<file path="config.mk">
export PLATFORM = sky130hd
export DESIGN_NAME = seq_detector
export DESIGN_NICKNAME = d
export VERILOG_FILES = /design/src/rtl/seq_det_pkg.sv /design/src/rtl/sat_counter.sv /design/src/rtl/seq_detector.sv
export SDC_FILE = /design/constraint.sdc
export NUM_CORES = 1
export LEC_CHECK = 0
export CAP_MARGIN = 10
export CORE_MARGIN = 8
export CORE_UTILIZATION = 45
export DETAILED_ROUTE_END_ITERATION = 7
export PLACE_DENSITY = 0.68
export RECOVER_POWER = 100
export SYNTH_ARGS = -nofsm -noshare
export SYNTH_HDL_FRONTEND = slang
export SYNTH_SLANG_ARGS = --single-unit
</file>
<file path="constraint.sdc">
create_clock -name clk -period 5.7 [get_ports clk]
set_clock_uncertainty 0.15 [all_clocks]
set_input_delay 0.57 -clock clk [delete_from_list [all_inputs] [get_ports clk]]
set_output_delay 0.57 -clock clk [all_outputs]
set_load 0.03 [all_outputs]
</file>
<file path="src/rtl/seq_det_pkg.sv">
// Shared helpers for the serial pattern detector: width/border functions and legal ranges.
package seq_det_pkg;

  localparam int unsigned N_MIN     = 2;
  localparam int unsigned N_MAX     = 16;
  localparam int unsigned CNT_W_MIN = 1;
  localparam int unsigned CNT_W_MAX = 16;

  function automatic int unsigned sw_f(input int unsigned n);
    return $clog2(n + 1);
  endfunction

  // Longest proper prefix of the pattern that is also a suffix; pattern[n-1] is the first bit.
  function automatic int unsigned border_f(input logic [15:0] pattern, input int unsigned n);
    int unsigned best;
    bit          ok;
    best = 0;
    for (int unsigned l = 1; l < n; l++) begin
      ok = 1'b1;
      for (int unsigned i = 0; i < l; i++) begin
        if (pattern[n-1-i] != pattern[l-1-i]) ok = 1'b0;
      end
      if (ok) best = l;
    end
    return best;
  endfunction

endpackage

</file>
<file path="src/rtl/sat_counter.sv">
// Saturating up-counter with synchronous clear; holds at all-ones instead of wrapping.
module sat_counter #(
  parameter int unsigned W = 8
) (
  input  logic         clk,
  input  logic         Re,
  input  logic         clr,
  input  logic         inc,
  output logic [W-1:0] q
);

  logic [W-1:0] q_d;

  always_comb begin
    q_d = q;
    if (clr) begin
      q_d = '0;
    end else if (inc && (q != {W{1'b1}})) begin
      q_d = q + 1'b1;
    end
  end

  always_ff @(posedge clk or negedge Re) begin
    if (!Re) q <= '0;
    else     q <= q_d;
  end

endmodule

</file>
<file path="src/rtl/seq_detector.sv">
// Parametrised serial pattern recogniser: tracks the longest matched prefix and pulses z per match.
module seq_detector
  import seq_det_pkg::*;
#(
  parameter int unsigned N       = 4,
  parameter logic [N-1:0] PATTERN = 4'b1011,
  parameter bit          OVERLAP = 1'b1,
  parameter int unsigned CNT_W   = 8,
  localparam int unsigned SW     = sw_f(N)
) (
  input  logic             clk,
  input  logic             Re,
  input  logic             en,
  input  logic             w,
  input  logic             clr,
  output logic             z,
  output logic [SW-1:0]    state,
  output logic [CNT_W-1:0] count
);

  if (N < N_MIN || N > N_MAX) begin : g_bad_n
    $error("seq_detector: N must be in 2..16");
  end
  if (CNT_W < CNT_W_MIN || CNT_W > CNT_W_MAX) begin : g_bad_cnt_w
    $error("seq_detector: CNT_W must be in 1..16");
  end

  localparam int unsigned     BORDER = border_f(16'(PATTERN), N);
  localparam logic [SW-1:0]   FULL   = SW'(N);

  // Next matched-prefix length: the string is the first `base` pattern bits followed by b.
  function automatic logic [SW-1:0] nxt_f(input logic [SW-1:0] s, input logic b);
    int unsigned base;
    int unsigned best;
    int unsigned j;
    logic        bit_j;
    logic        ok;
    if (int'(s) >= int'(N)) base = OVERLAP ? BORDER : 0;
    else                    base = int'(s);
    best = 0;
    for (int unsigned l = 1; l <= N; l++) begin
      if (l <= base + 1) begin
        ok = 1'b1;
        for (int unsigned i = 0; i < N; i++) begin
          if (i < l) begin
            j     = base + 1 - l + i;
            bit_j = (j == base) ? b : PATTERN[N-1-j];
            if (bit_j != PATTERN[N-1-i]) ok = 1'b0;
          end
        end
        if (ok) best = l;
      end
    end
    return SW'(best);
  endfunction

  logic [SW-1:0] state_d;
  logic          z_d;
  logic          hit;

  always_comb begin
    state_d = state;
    z_d     = 1'b0;
    hit     = 1'b0;
    if (clr) begin
      state_d = '0;
    end else if (en) begin
      state_d = nxt_f(state, w);
      hit     = (state_d == FULL);
      z_d     = hit;
    end
  end

  always_ff @(posedge clk or negedge Re) begin
    if (!Re) begin
      state <= '0;
      z     <= 1'b0;
    end else begin
      state <= state_d;
      z     <= z_d;
    end
  end

  sat_counter #(
    .W(CNT_W)
  ) u_count (
    .clk(clk),
    .Re (Re),
    .clr(clr),
    .inc(hit),
    .q  (count)
  );

endmodule

</file>
# Word-level counts from Yosys, hierarchy flattened
# Index checks and enable logic that the tools add are counted.
dict set report totals {
  regBits 12
  latch_bits 0
  ramBits 0
  rom_bits 0
  n_memories 0
}
dict set report classes {
  n_addsub 22
  multipliers 0
  div 0
  n_lt_le_gt_ge 15
  n_eq_ne 12
  n_shift 0
  n_mux 71
  bitwise 0
  reduce_logical 3
}
# operator n
set ops {}
lappend ops {{32-bit == test} 10}
lappend ops {{32-bit by 3-bit < comparator with 1-bit output (second input constant)} 10}
lappend ops {{2-bit by 32-bit subtractor with 32-bit output (first input constant)} 10}
lappend ops {{32-bit by 1-bit adder with 32-bit output (second input constant)} 4}
lappend ops {{32-bit by 2-bit adder with 32-bit output (second input constant)} 3}
lappend ops {{2-bit by 32-bit <= comparator with 1-bit output (first input constant)} 2}
lappend ops {{32-bit 2-to-1 mux} 2}
lappend ops {{32-bit by 2-bit subtractor with 32-bit output (second input constant)} 2}
lappend ops {{1-bit 2-to-1 mux} 46}
lappend ops {{1-bit by 32-bit <= comparator with 1-bit output (first input constant)} 1}
lappend ops {{3-bit by 32-bit <= comparator with 1-bit output (first input constant)} 1}
lappend ops {{32-bit by 1-bit subtractor with 32-bit output (second input constant)} 1}
lappend ops {{32-bit by 3-bit subtractor with 32-bit output (second input constant)} 1}
lappend ops {{3-bit 2-to-1 mux} 10}
lappend ops {{1-bit binary-select mux with 2-bit select} 10}
lappend ops {{8-bit 2-to-1 mux} 2}
lappend ops {{8-bit by 1-bit adder with 8-bit output (second input constant)} 1}
lappend ops {{8-bit != test (second input constant)} 1}
lappend ops {{2-bit nonzero test} 2}
lappend ops {{3-bit == test (second input constant)} 1}
lappend ops {{3-bit greater-or-equal comparator (second input constant)} 1}
lappend ops {{2-bit 2-to-1 mux} 1}
lappend ops {{1-bit logical AND} 1}

# Longest topological paths before layout
# Gate-level depths: netlist (run 1).
dict set report logic_depth {
  ltp_word 30
  depth_mapped 15
  ltp_nobuf 14
}

# Hierarchy
# A second synthesis (run 1) with hierarchy kept.
dict set report hier_totals {
  hier_cells 134
  hier_area_um2 1189.9
}
# mod instances cells_per_inst area_each_um2
set modules_own_cells {}
lappend modules_own_cells {seq_detector 1 85 725.7}
lappend modules_own_cells {sat_counter 1 49 464.2}

# Worst setup path before layout (run 1)
# Ideal clock, no wire load.
dict set report synth_timing {
  kind {register to register}
  from {register state[1]}
  to {register u_count.q[7]}
  setup_ns 0.125
  t_arrival_ns 3.709
  t_required_ns 5.425
  path_slack_ns 1.717
  path_stages_with_launch 16
  path_buffers 1
  synth_period_minus_slack_ns 3.983
  path_cell_list {dfrtp_1 -> inv_1 -> nor2_1 -> inv_1 -> ha_1 -> ha_1 -> nor3b_2 -> o21ai_0 -> ha_1 -> nor4bb_1 -> nand4_1 -> nand4bb_1 -> clkbuf_1 -> a21oi_4 -> and3b_1 -> mux2_2}
}
dict set report synth_via {
  elab_chain_len 29
  elab_cells_between_ends 106
}
# element line
set synth_lines {}
lappend synth_lines {{from (decl)} seq_detector.sv:17} ;# output logic [SW-1:0] state,
lappend synth_lines {{from (signal assigned)} seq_detector.sv:79} ;# state <= state_d;
lappend synth_lines {{3-bit greater-or-equal comparator} seq_detector.sv:38} ;# if (int'(s) >= int'(N)) base = OVERLAP ? BORDER : 0;
lappend synth_lines {{3-bit 2-to-1 mux *} seq_detector.sv:38}
lappend synth_lines {{32-bit 2-to-1 mux *} seq_detector.sv:67} ;# end else if (en) begin
lappend synth_lines {{32-bit 2-to-1 mux *} seq_detector.sv:65} ;# if (clr) begin
lappend synth_lines {{parallel branches: the longest is 17 deep, another holds 32-bit by 1-bit adder with 32-bit output} -}
lappend synth_lines {{3-bit 2-to-1 mux *} seq_detector.sv:42} ;# if (l <= base + 1) begin
lappend synth_lines {{3-bit 2-to-1 mux *} seq_detector.sv:67}
lappend synth_lines {{3-bit 2-to-1 mux *} seq_detector.sv:65}
lappend synth_lines {{3-bit == test *} seq_detector.sv:69} ;# hit = (state_d == FULL);
lappend synth_lines {{1-bit 2-to-1 mux *} seq_detector.sv:67}
lappend synth_lines {{1-bit 2-to-1 mux *} seq_detector.sv:65}
lappend synth_lines {{1-bit logical AND *} sat_counter.sv:18} ;# end else if (inc && (q != {W{1'b1}})) begin
lappend synth_lines {{2-bit nonzero test (no line) *} -}
lappend synth_lines {{to (signal assigned)} sat_counter.sv:25} ;# else q <= q_d;
lappend synth_lines {{to (decl)} sat_counter.sv:9} ;# output logic [W-1:0] q
# Every way passes the cells marked *. The select of a mux whose other input is x is not followed.
# A chain may end at the register's enable or synchronous reset.

# Worst setup path after layout (run 1)
dict set report layout_timing {
  from {register state[2]}
  to {register u_count.q[7]}
}
# Same word-level chain as after synthesis.

==> impl_metrics.py, run 1 <==
metrics = {
    "setup_path": {
        "crit_path_end_kind": "flop",
        "slowest_stage": "nor3b_1",
        "cp_num_buf_inv": 1,
        "cp.arrival_ns": 4.71,
        "path_cells": "nor2_1 -> inv_1 -> ha_1 -> ha_1 -> nor3b_1 -> o21ai_0 -> ha_1 -> nor4bb_1 -> nand4_1 -> nand4bb_1 -> a21oi_4 -> and3b_1 -> mux2_2",
        "critPathRequiredTime_ns": 5.71,
        "critPathLaunchType": "flop",
        "worstPathMaxFanout": 7,
        "critPathMostFrequentCell": "ha_1",
        "max_stage_delay_ns": 0.68,
        "crit_family": "simple AND/OR/NAND/NOR gates",
        "worstSetupPathType": "flop to flop",
    },
    "cells_and_area": {
        "fin_util_pct": 54.9,
        "syn2layout_area_growth_pct": 19.0,
        "antennaDiodeCount": 0,
        "nFillCells": 240,
        "fin_nets": 178,
        "drive_gt1_share_pct": 9.27,
    },
    "timing": {
        "period_minus_slack_ns": 4.70,
        "hold_viol_final": 0,
        "worst_slew_pin_slew_ns": 0.802,
        "finalSetupTns_ns": 0,
        "timing.fmax_mhz": 213,
        "rsz0062_at_grt": "false",
        "finalSetupViolCount": 0,
        "report.final.slew_viol_count": 0,
        "max-slew-margin-rel_pct": 46.4,
        "min_period_over_period_pct": 82.4,
    },
    "floorplanning": {
        "io_pins": 17,
        "rows": 19,
        "initial_core_util_pct": 46.1,
        "design.core.area_um2": 2660,
        "die_y_um": 68.3,
        "die-area_um2": 4660,
        "dieWidth_um": 68.3,
    },
    "cts": {
        "cts_tree": "yes",
        "cts_setup_buffers": 0,
        "htreeDepth": 1,
        "cts.path.max_buffers": 2,
        "clk_latency_ns": 0.27,
        "holdBufCountCts": 0,
        "cts.reportedPaths.clkPinSlew_ns": 0.08,
        "clkSinkCount": 12,
        "post_cts_resized": 0,
        "cts-root-buf": "clkbuf_4",
        "cts_inserted_buffers": 3,
    },
    "placement": {
        "place_congestion": 0.833,
        "hpwl_mm": 2.11,
        "port_buffers": 16,
    },
    "route": {
        "drc": 0,
        "drt_iter0_drc": 29,
        "routed_wl_mm": 2.67,
        "postRouteAntennaNets": 0,
        "wl_per_cell_um": 14.7,
        "first_pass_iters": 4,
        "avgViaCountPerCell": 5.59,
        "routed-via-count": 1018,
    },
    "power_and_ir_drop": {
        "power_per_cell_area_nw_per_um2": 187,
        "vdd_drop_max_mv": 0.133,
        "p_leak_uw": 0.000689,
    },
    "synth": {
        "synth_seq_cells": 12,
        "synth-edff-count": 0,
        "synthArstFlopShare_pct": 100,
        "avgSynthCellArea_um2": 9.45,
        "synth_cells": 130,
        "syn_area_um2": 1230,
        "synth.distinct_cells": 44,
        "ys_seq_area_share_pct": 24.4,
        "yosysWarnings": 0,
        "ys.flop_type": "dfrtp_1",
    },
    "global_routing": {
        "grt_pass1_vias": 971,
        "grt_pass1_wl_mm": 4.53,
        "grt.total_usage_pct": 12.5,
        "grt_max_degree": 16,
        "grt_overflow_total": 0,
        "antenna_found_initial": 0,
    },
    "job": {
        "maxCapViolCount": 0,
    },
    "min_path": {
        "hold_path_class": "flop to flop",
    },
    "outcome": {
        "status": "finished clean",
    },
}
==> power by group <==
group / switching [uW] / internal (uW) / leakage (uW)
Clock: 29.5 / 38.8 / 0.0000210
Combinational: 65.3 / 51.3 / 0.000501
Sequential: 1.67 / 86.6 / 0.000167
==> per-stage QoR <==
| step | power [uW] | instance area (um^2) | std cells | hold slack [ns] | worst slack [ns] |
|---|---|---|---|---|---|
| 6_report | 273 | 1460 | 182 | 0.427 | 1.00 |
| 5_1_grt | 292 | 1460 | 182 | 0.449 | 0.656 |
| 4_1_cts | 278 | 1470 | 182 | 0.431 | 1.27 |
| 3_5_place_dp | 208 | 1430 | 178 | 0.411 | 1.29 |
| 3_3_place_gp | 206 | 1430 | 178 | 0.421 | 1.48 |
| 2_1_floorplan | 181 | 1240 | 134 | 0.124 | 1.72 |
==> per-layer routing <==
metal	vias to the layer above	part of all wire, %	wire length [um]	global-route usage, %
li1	508	-	-	-
met1	493	44	1180	14.8
met2	15	50	1340	21.2
met3	2	5.1	136	4.75
met4	0	0.52	14	2.30
met5	-	0	0	0
==> cells in the final DEF, fill, tap and decap left out, types with 4 or more instances in the layout <==
master         Yosys  layout
nand2_1            6       6
a21oi_1            5       5
dlygate4sd3_1      0      13
nor2_1            12      12
mux2i_1            4       4
dfrtp_1           12      12
conb_1             1       5
inv_1              9       9
o21ai_0            4       4
nand4_1            5       5
ha_1              21      21
==> registers in the layout, summed over array words and instances (netlist names) <==
signal	cells
u_count.q	8
state	3
z	1
==> synthesized netlist by cell type, types with 2 or more instances <==
cell type  number  share of area [%]
xnor2_1         3                2.1
nand3_1         3                1.2
a21oi_1         5                2.0
dfrtp_1        12                 24
ha_1           21                 21
a211o_1         2                1.4
mux2_2          3                2.7
a211oi_1        2                1.2
o21ai_0         4                1.6
nand4_1         5                2.5
nor3_1          2               0.81
a32oi_1         2                1.4
clkbuf_1        3               0.92
and3_1          3                1.5
nor2b_1         3                1.5
inv_1           9                2.7
nand4bb_1       2                1.8
nor2_1         12                3.7
nand2_1         6                1.8
mux2i_1         4                3.3
==> path summary, 6_finish.rpt <==
check / from / to / slack, ns / depth (start not counted)
worst max-delay path: state[2] / u_count.q[7] / 1.00 / 13
worst min-delay path: state[1] / state[1] / 0.43 / 2
worst max register to register: state[2] / u_count.q[7] / 1.00 / 13
worst min register to register: state[1] / state[1] / 0.43 / 2
max in group asynchronous: Re / state[0] / 4.45 / 1
min in group asynchronous: Re / u_count.q[4] / 0.58 / 1
==> worst register-to-register path, stage by stage, from the launching register on <==
cell,delay (ns)
dfrtp_1,0.46
nor2_1,0.36
inv_1,0.15
ha_1,0.37
ha_1,0.20
nor3b_1,0.68
o21ai_0,0.17
ha_1,0.30
nor4bb_1,0.22
nand4_1,0.22
nand4bb_1,0.42
a21oi_4,0.35
and3b_1,0.20
mux2_2,0.33
==> cell type report <==
cell class              instances  area (um^2)  area share, %
clock buffers                   4         36.3           2.48
well taps                      31         38.8           2.65
repair buffers                 16          160           10.9
flip-flops and latches         12          300           20.5
inverters                       9         33.8           2.31
multi-input cells             110          893           61.1
==> kinds of logic (layout without fill, tap and decap cells) <==
family | Yosys count | in the layout | synth area share [%]
AO/OA/AOI/OAI | 26 | 26 | 18.7
XOR/XNOR | 3 | 3 | 2.14
adder cells (fa/ha/maj) | 21 | 21 | 21.4
buffers and inverters | 12 | 29 | 3.67
flip-flops | 12 | 12 | 24.4
multiplexers | 7 | 7 | 6.01
other | 1 | 5 | 0.305
AND/OR/NAND/NOR | 48 | 48 | 23.3
Note: power is estimated with default switching activity, not from simulation.
==> run 2, diff against run 1 <==
==> constraint.sdc (replaced) <==
create_clock -name clk -period 4.8 [get_ports clk]
set_clock_uncertainty 0.15 [all_clocks]
set_input_delay 0.48 -clock clk [delete_from_list [all_inputs] [get_ports clk]]
set_output_delay 0.48 -clock clk [all_outputs]
set_load 0.03 [all_outputs]
==> impl_metrics.py, run 2 (synthesis results as in run 1) <==
metrics = {
    "outcome": {
        "status": "finished clean",
    },
    "timing": {
        "max-slew-margin-rel_pct": 61.6,
        "finalSetupTns_ns": 0,
        "timing.fmax_mhz": 226,
        "finalSetupViolCount": 0,
        "hold_viol_final": 0,
        "report.final.slew_viol_count": 0,
        "worst_slew_pin_slew_ns": 0.574,
        "min_period_over_period_pct": 92.1,
        "rsz0062_at_grt": "false",
        "period_minus_slack_ns": 4.42,
    },
    "cts": {
        "post_cts_resized": 0,
        "cts_tree": "yes",
        "cts_inserted_buffers": 3,
        "clk_latency_ns": 0.27,
        "clkSinkCount": 12,
        "htreeDepth": 1,
        "cts-root-buf": "clkbuf_4",
        "cts_setup_buffers": 0,
        "holdBufCountCts": 0,
        "cts.path.max_buffers": 2,
        "cts.reportedPaths.clkPinSlew_ns": 0.08,
    },
    "cells_and_area": {
        "drive_gt1_share_pct": 9.33,
        "largest_reg_flops": 8,
        "antennaDiodeCount": 0,
        "largest-register": "u_count.q",
        "nFillCells": 226,
        "fin_nets": 178,
        "top_regs": "u_count.q x8, state x3, z x1",
        "layout_common_cells": "ha_1, dlygate4sd3_1, nor2_1, dfrtp_1, inv_1",
        "design_area_um2": 1450,
        "syn2layout_area_growth_pct": 18.3,
        "layout_commonest_cell": "ha_1",
    },
    "route": {
        "postRouteAntennaNets": 0,
        "avgViaCountPerCell": 5.65,
        "first_pass_iters": 4,
        "drc": 0,
        "wl_per_cell_um": 14.6,
        "drt_iter0_drc": 65,
        "routed-via-count": 1022,
        "routed_wl_mm": 2.64,
    },
    "setup_path": {
        "slowest_stage": "dfrtp_1",
        "r2r_start": "state[2]",
        "critical_path_cell_count": 13,
        "cp_num_buf_inv": 1,
        "crit_family": "simple AND/OR/NAND/NOR gates",
        "path_cells": "nor2_1 -> inv_1 -> ha_1 -> ha_1 -> nor3b_2 -> o21ai_0 -> ha_1 -> nor4bb_1 -> nand4_1 -> nand4bb_1 -> a21oi_4 -> and3b_1 -> mux2_2",
        "critPathRequiredTime_ns": 4.81,
        "max_stage_delay_ns": 0.46,
        "critPathMostFrequentCell": "ha_1",
        "crit_start": "state[2]",
        "rr_worst_depth": 13,
        "cp.arrival_ns": 4.43,
        "rrSetupSlack_ns": 0.38,
        "cp-endpoint": "u_count.q[7]",
        "r2r-end": "u_count.q[7]",
        "crit_path_end_kind": "flop",
        "worstSetupPathType": "flop to flop",
        "worstPathMaxFanout": 7,
        "critPathLaunchType": "flop",
    },
    "power_and_ir_drop": {
        "vdd_drop_max_mv": 0.121,
        "p_leak_uw": 0.000685,
        "power_per_cell_area_nw_per_um2": 211,
        "power_uw": 307,
    },
    "global_routing": {
        "grt_max_degree": 16,
        "grt_overflow_total": 0,
        "grt.total_usage_pct": 12.9,
        "antenna_found_initial": 0,
        "grt_pass1_vias": 979,
        "grt_pass1_wl_mm": 4.56,
    },
    "floorplanning": {
        "rows": 19,
        "die_y_um": 68.3,
        "dieWidth_um": 68.3,
        "die-area_um2": 4660,
        "design.core.area_um2": 2660,
        "io_pins": 17,
        "initial_core_util_pct": 46.1,
    },
    "placement": {
        "hpwl_mm": 2.09,
        "port_buffers": 16,
        "dpl-instance-area_um2": 1430,
        "place_congestion": 0.832,
    },
    "job": {
        "maxCapViolCount": 0,
    },
    "min_path": {
        "hold_path_class": "flop to flop",
    },
}
-- run 2: cell count changes in the layout (fill, tap and decap cells not counted) --
cell	delta
nor3b_2	+1
clkbuf_8	-1
nor3b_1	-1
-- run 2: through the flow --
stage          cells  hold WS [ns]  setup slack (ns)  utilization, %
6_report         181         0.413             0.378            54.6
5_1_grt          181         0.460            0.0316            54.6
4_1_cts          181         0.423             0.333            54.6
3_5_place_dp     178         0.408             0.341            53.8
3_3_place_gp     178         0.421             0.585            53.8
2_1_floorplan    134        0.0344             0.817               -
-- run 2: per-layer routing --
| layer | global-route usage (%) | vias to the layer above | routed length (um) |
|---|---|---|---|
| met2 | 20.6 | 20 | 1320 |
| met4 | 4.35 | 0 | 14 |
| met1 | 15.7 | 488 | 1180 |
| met5 | 0 | - | 0 |
| li1 | - | 512 | - |
| met3 | 4.42 | 2 | 119 |
-- run 2: worst min-delay path by stage --
stage              from  slack [ns]  endpoint  cells past startpoint
4_1_cts        state[1]        0.42  state[1]                      2
3_5_place_dp   state[1]        0.41  state[1]                      2
5_1_grt        state[1]        0.46  state[1]                      2
3_3_place_gp   state[1]        0.42  state[1]                      2
6_report       state[1]        0.41  state[1]                      2
2_1_floorplan        Re        0.03  state[0]                      0
-- run 2: report_power, final --
group	internal [uW]	total (uW)	leakage, uW	switching (uW)
Combinational	61.9	139	0.000504	77.4
Clock	29.0	62.6	0.0000138	33.5
Sequential	103	105	0.000167	2.18
Total	194	307	0.000685	113
-- run 2: layout make-up --
| cell class | count | area [um^2] | area share (%) |
|---|---|---|---|
| Inverter | 9 | 33.8 | 2.32 |
| Tap cell | 31 | 38.8 | 2.67 |
| Sequential cell | 12 | 300 | 20.7 |
| Clock buffer | 3 | 22.5 | 1.55 |
| Timing Repair Buffer | 16 | 160 | 11.0 |
| Multi-Input combinational cell | 110 | 898 | 61.8 |
-- run 2: worst reg2reg max path: cells and delay by family (launching register included) --
kind,cells,cell delay (ns)
AO/OA/AOI/OAI,2,0.50
adder cells (fa/ha/maj),3,0.87
buffers and inverters,1,0.16
flip-flops,1,0.46
multiplexers,1,0.33
AND/OR/NAND/NOR,6,1.82
